$ cat src/rtl/mem_arb_pkg.sv
// Shared types for the unified memory-port arbiter.
package mem_arb_pkg;

  typedef enum logic [1:0] {
    IDLE,
    BUSY_I,
    BUSY_D
  } arb_state_t;

  typedef enum logic {
    OWN_I,
    OWN_D
  } owner_t;

  localparam int unsigned STARVE_W = 4;

endpackage

$ cat src/rtl/arb_priority_sel.sv
// Grant decision for the memory port: D-side wins unless the I-side is starved;
// a flush blocks a new I-grant for that cycle.
module arb_priority_sel (
  input  logic d_req_i,
  input  logic i_req_i,
  input  logic flush_i,
  input  logic starved_i,
  output logic grant_d_o,
  output logic grant_i_o
);

  always_comb begin
    grant_d_o = d_req_i && !(i_req_i && starved_i);
    grant_i_o = !grant_d_o && i_req_i && !flush_i;
  end

endmodule

$ cat src/rtl/mem_port_arbiter.sv
// Arbitrates one memory port between instruction fetch and data access.
// Optional bus-timeout abort is enabled by defining MEM_ARB_TIMEOUT_EN.
module mem_port_arbiter
  import mem_arb_pkg::*;
#(
  parameter int unsigned ADDR_W         = 32,
  parameter int unsigned DATA_W         = 32,
  parameter int unsigned STARVE_MAX     = 4,
  parameter int unsigned TIMEOUT_CYCLES = 64
) (
  input  logic                clk,
  input  logic                rst,
  input  logic                i_req,
  input  logic [ADDR_W-1:0]   i_addr,
  output logic [DATA_W-1:0]   i_rdata,
  output logic                i_valid,
  output logic                i_stall,
  input  logic                d_req,
  input  logic                d_we,
  input  logic [ADDR_W-1:0]   d_addr,
  input  logic [DATA_W-1:0]   d_wdata,
  input  logic [DATA_W/8-1:0] d_be,
  output logic [DATA_W-1:0]   d_rdata,
  output logic                d_valid,
  output logic                d_stall,
  input  logic                flush,
  output logic                mem_req,
  output logic                mem_we,
  output logic [ADDR_W-1:0]   mem_addr,
  output logic [DATA_W-1:0]   mem_wdata,
  output logic [DATA_W/8-1:0] mem_be,
  input  logic [DATA_W-1:0]   mem_rdata,
  input  logic                mem_ready,
  output logic                arb_err
);

  localparam logic [STARVE_W-1:0] STARVE_LIM = STARVE_W'(STARVE_MAX);

  arb_state_t          state_q, state_d;
  logic [STARVE_W-1:0] starve_q, starve_d;
  logic                drop_i_q, drop_i_d;
  logic                mem_we_q, mem_we_d;
  logic [ADDR_W-1:0]   mem_addr_q, mem_addr_d;
  logic [DATA_W-1:0]   mem_wdata_q, mem_wdata_d;
  logic [DATA_W/8-1:0] mem_be_q, mem_be_d;
  logic [DATA_W-1:0]   i_rdata_q, i_rdata_d, d_rdata_q, d_rdata_d;
  logic                i_valid_q, i_valid_d, d_valid_q, d_valid_d;
  logic                grant_d, grant_i, timeout, complete;
  owner_t              owner;

  arb_priority_sel u_sel (
    .d_req_i   (d_req),
    .i_req_i   (i_req),
    .flush_i   (flush),
    .starved_i (starve_q == STARVE_LIM),
    .grant_d_o (grant_d),
    .grant_i_o (grant_i)
  );

  assign owner    = (state_q == BUSY_I) ? OWN_I : OWN_D;
  assign complete = mem_ready || timeout;

  always_comb begin
    state_d     = state_q;
    starve_d    = starve_q;
    drop_i_d    = drop_i_q;
    mem_we_d    = mem_we_q;
    mem_addr_d  = mem_addr_q;
    mem_wdata_d = mem_wdata_q;
    mem_be_d    = mem_be_q;
    i_rdata_d   = i_rdata_q;
    d_rdata_d   = d_rdata_q;
    i_valid_d   = 1'b0;
    d_valid_d   = 1'b0;
    case (state_q)
      IDLE: begin
        drop_i_d = 1'b0;
        if (grant_d) begin
          state_d     = BUSY_D;
          mem_we_d    = d_we;
          mem_addr_d  = d_addr;
          mem_wdata_d = d_wdata;
          mem_be_d    = d_be;
          if (!i_req)                    starve_d = '0;
          else if (starve_q != STARVE_LIM) starve_d = starve_q + STARVE_W'(1);
        end else if (grant_i) begin
          state_d     = BUSY_I;
          mem_we_d    = 1'b0;
          mem_addr_d  = i_addr;
          mem_wdata_d = '0;
          mem_be_d    = '1;
          starve_d    = '0;
        end else if (!i_req) begin
          starve_d = '0;
        end
      end
      BUSY_I, BUSY_D: begin
        if (owner == OWN_I && flush) drop_i_d = 1'b1;
        if (complete) begin
          // A flush landing on the completion edge suppresses the fetch just like a stored drop.
          state_d  = IDLE;
          drop_i_d = 1'b0;
          if (owner == OWN_I) begin
            if (!(drop_i_q || flush)) begin
              i_valid_d = 1'b1;
              i_rdata_d = mem_ready ? mem_rdata : '0;
            end
          end else begin
            d_valid_d = 1'b1;
            if (!mem_we_q || !mem_ready) d_rdata_d = mem_ready ? mem_rdata : '0;
          end
        end
      end
      default: state_d = IDLE;
    endcase
  end

  always_ff @(posedge clk) begin
    if (rst) begin
      state_q     <= IDLE;
      starve_q    <= '0;
      drop_i_q    <= 1'b0;
      mem_we_q    <= 1'b0;
      mem_addr_q  <= '0;
      mem_wdata_q <= '0;
      mem_be_q    <= '0;
      i_rdata_q   <= '0;
      d_rdata_q   <= '0;
      i_valid_q   <= 1'b0;
      d_valid_q   <= 1'b0;
    end else begin
      state_q     <= state_d;
      starve_q    <= starve_d;
      drop_i_q    <= drop_i_d;
      mem_we_q    <= mem_we_d;
      mem_addr_q  <= mem_addr_d;
      mem_wdata_q <= mem_wdata_d;
      mem_be_q    <= mem_be_d;
      i_rdata_q   <= i_rdata_d;
      d_rdata_q   <= d_rdata_d;
      i_valid_q   <= i_valid_d;
      d_valid_q   <= d_valid_d;
    end
  end

`ifdef MEM_ARB_TIMEOUT_EN
  localparam int unsigned TO_W = $clog2(TIMEOUT_CYCLES + 1);

  logic [TO_W-1:0] busy_cnt_q, busy_cnt_d;
  logic            arb_err_q;

  assign timeout = (state_q != IDLE) && !mem_ready &&
                   (busy_cnt_q == TO_W'(TIMEOUT_CYCLES - 1));

  always_comb begin
    busy_cnt_d = busy_cnt_q;
    if (state_q == IDLE) begin
      if (grant_d || grant_i) busy_cnt_d = '0;
    end else begin
      busy_cnt_d = busy_cnt_q + TO_W'(1);
    end
  end

  always_ff @(posedge clk) begin
    if (rst) begin
      busy_cnt_q <= '0;
      arb_err_q  <= 1'b0;
    end else begin
      busy_cnt_q <= busy_cnt_d;
      arb_err_q  <= timeout;
    end
  end

  assign arb_err = arb_err_q;
`else
  logic unused_timeout_cfg;

  assign unused_timeout_cfg = (TIMEOUT_CYCLES == 0);
  assign timeout            = 1'b0;
  assign arb_err            = 1'b0;
`endif

  assign mem_req   = (state_q != IDLE);
  assign mem_we    = mem_we_q;
  assign mem_addr  = mem_addr_q;
  assign mem_wdata = mem_wdata_q;
  assign mem_be    = mem_be_q;
  assign i_rdata   = i_rdata_q;
  assign i_valid   = i_valid_q;
  assign d_rdata   = d_rdata_q;
  assign d_valid   = d_valid_q;
  assign i_stall   = i_req && !i_valid_q;
  assign d_stall   = d_req && !d_valid_q;

endmodule

$ cat config.mk
export PLATFORM = sky130hd
export DESIGN_NAME = mem_port_arbiter
export DESIGN_NICKNAME = d
export VERILOG_FILES = /design/src/rtl/mem_arb_pkg.sv /design/src/rtl/arb_priority_sel.sv /design/src/rtl/mem_port_arbiter.sv
export SDC_FILE = /design/constraint.sdc
export NUM_CORES = 1
export LEC_CHECK = 0
export CAP_MARGIN = 20
export CORE_MARGIN = 4
export CORE_UTILIZATION = 41
export DETAILED_ROUTE_END_ITERATION = 7
export GPL_TIMING_DRIVEN = 0
export PLACE_DENSITY = 0.81
export RECOVER_POWER = 25
export SKIP_CTS_REPAIR_TIMING = 1
export SLEW_MARGIN = 15
export SYNTH_ARGS = -nofsm -noshare
export SYNTH_HDL_FRONTEND = slang
export SYNTH_SLANG_ARGS = --single-unit
$ cat constraint.sdc
create_clock -name clk -period 1.9 [get_ports clk]
set_clock_uncertainty 0.15 [all_clocks]
set_input_delay 0.38 -clock clk [delete_from_list [all_inputs] [get_ports clk]]
set_output_delay 0.38 -clock clk [all_outputs]
set_load 0.1 [all_outputs]
==> impl_metrics.ini <==
[finish]
syn2layout_area_growth_pct = 54.4
antennaDiodeCount = 0
stdcell_count = 1112
finalInstanceArea_um2 = 8950
nets = 1063
fin_util_pct = 64.4
drive_gt1_share_pct = 29.2

[global_routing]
antenna_found_initial = 0
grt_overflow_total = 0
grt_max_degree = 17
grt_use_total_pct = 22.5
grt_pass1_wl_um = 28800
grt_pass1_vias = 5522

[synth]
synth-warning-count = 0
synth_edf_count = 0
async_flop_share_pct = 0
synth_top_cell_by_area = dfxtp_1
syn_inst = 620
syn_nets = 763
synth_area_um2 = 5790
synthFlopType = dfxtp_1
netlist_top_cells_area = dfxtp_1 49%, nand2_1 8.7%, a221oi_2 7.8%
ys_ff_latch = 142
synth_commonest_cells = 142 x dfxtp_1, 134 x nand2_1, 68 x a21oi_1, 37 x inv_1, 33 x a22o_1
synthMostInstantiatedCell = dfxtp_1
synth.distinct_cells = 42
yosysSeqAreaShare_pct = 49.1
synth_top_area_share_pct = 49.1
avgSynthCellArea_um2 = 9.34

[place]
place_area_um2 = 8780
dp.cells = 1074
portBuffers = 274
gp_congestion = 0.837
dp_hpwl_um = 13600

[run]
max-cap-violations = 0

[critical_path]
max_stage_delay_ns = 0.34
critPathArrivalTime_ns = 1.50
critPathCaptureType = output port
crit_type = reg -> out
crit_fanout = 10
crit_path_cell_trace = inv_2 -> ha_4 -> buf_4 -> inv_4 -> buf_12
cp.required_ns = 1.37
slowest_stage = dfxtp_1
startpoint_type = register

[hold_path]
hold_class = in -> reg

[timing]
relSlewSlack_pct = 48.3
hold_viol = 0
setup_viol = 1
tightest_slew_ns = 0.775
holdWs_ns = 0.280
fmax_mhz = 493
setup_ws_ns = -0.127
fin_crit_sh_pct = 107
rsz0062_at_grt = yes
maxSlewViolCount = 0
period_needed_ns = 2.03

[power]
vdd_ir_drop_max_uv = 764
p_int_w = 0.00628
combPwrFrac_pct = 28.7
clkPwrFrac_pct = 37.5
pwr-share-seq_pct = 33.8
cellPowerDensity_nw_per_um2 = 1090
power_switching_share_pct = 35.4
switchingPower_w = 0.00345
power_w = 0.00972
p_leak_nw = 3.66

[routing]
routed_via_density = 5.11
num_vias = 5680
drt-total-wl_um = 18800
drcViolationCount = 0
drt_iter0_drc = 193
drt_first_pass_iters = 4
routedWlPerCell_um = 16.9
antenna_left = 0

[clock_tree]
clk_latency_ns = 0.42
numCtsBuffers = 17
htreeDepth = 4
cts.sinks = 142
root_buffer = clkbuf_16
cts_buffer_depth = 2
tritoncts = built
path_clk_slew_ns = 0.06

[floorplanning]
fp.dieArea_um2 = 16100
initial_core_util_pct = 41.7
core_um2 = 13900
core.rowCount = 43
num_io_pins = 278
die_w_um = 127
die_height_um = 127

[outcome]
status = complete, but fails checks
violations = negative setup slack
[cell families (layout without fill, tap and decap cells)]
group           after synthesis  in the layout  share of synthesized area [%]
other cells                   1              1                         0.0647
flops                       142            142                           49.1
simple gates                164            164                           12.3
buf+inv                      95            407                           7.82
compound gates              213            213                           29.7
fa+ha+maj                     4              4                          0.864
xor+xnor                      1              1                          0.151
[layout make-up]
cell class | count | area [um2]
plain buffers | 55 | 367
well taps | 180 | 225
inverters | 39 | 149
flip-flops and latches | 142 | 2850
fillers | 1217 | 4930
repair buffers | 282 | 2150
clock buffers | 20 | 457
multi-input cells | 383 | 2560
clock inverters | 11 | 189
[cell usage in the layout, fill, tap and decap left out, types with 6 or more instances in the layout]
master / instances
clkbuf_16: 17
a22o_1: 33
a21oi_1: 68
buf_1: 6
a221oi_2: 30
clkbuf_2: 137
inv_1: 35
o21bai_1: 32
clkdlybuf4s50_1: 134
buf_6: 13
a211oi_1: 31
buf_2: 11
dfxtp_1: 138
nand2_1: 133
clkbuf_1: 14
buf_4: 13
[final timing paths]
path                                  start     endpoint  slack [ns]  cells past startpoint
worst max-delay path             state_q[1]      mem_req       -0.13                      5
worst min register to register  d_rdata[22]  d_rdata[22]        0.30                      2
worst min-delay path                  flush  starve_q[2]        0.28                      3
worst max register to register   state_q[1]  i_rdata[20]        0.04                      7
[stage by stage]
| step | setup TNS (ns) | setup slack (ns) |
|---|---|---|
| 2_1_floorplan | 0 | 0.0514 |
| 3_3_place_gp | -55.91 | -1.31 |
| 3_5_place_dp | -58.89 | -1.32 |
| 4_1_cts | -86.87 | -1.34 |
| 5_1_grt | -1.91 | -0.180 |
| 6_report | -0.127 | -0.127 |
[layer usage]
metal  part of all wire (%)  track usage [%]  up-vias
li1                       -                -     2790
met1                     40             26.1     2647
met2                     49             36.8      213
met3                    8.8             9.60       30
met4                    2.3             8.58        0
met5                      0                0        -
[registers in the layout (all words and copies together), names as in the netlist]
register and cells:
d_rdata 32, i_rdata 32, mem_addr 32, mem_wdata 32, mem_be 4, starve_q 4, state_q 2, d_valid 1
drop_i_q 1, i_valid 1, mem_we 1
[power groups by stage]
stage	registers [W]	clock network [W]	logic, W
after global routing	0.00330	0.00383	0.00290
after detailed placement	0.00334	0	0.00290
after global placement	0.00334	0	0.00289
final	0.00328	0.00365	0.00279
after CTS	0.00328	0.00368	0.00291
after floorplan	0.00471	0	0.000676
[critical path: cells and delay by family, from the launching register on]
kind	cells	cell delay, ns
DFF	1	0.34
buffers and inverters	4	0.55
adders and majority gates	1	0.17
No activity file was read; power rests on OpenSTA's default activity.
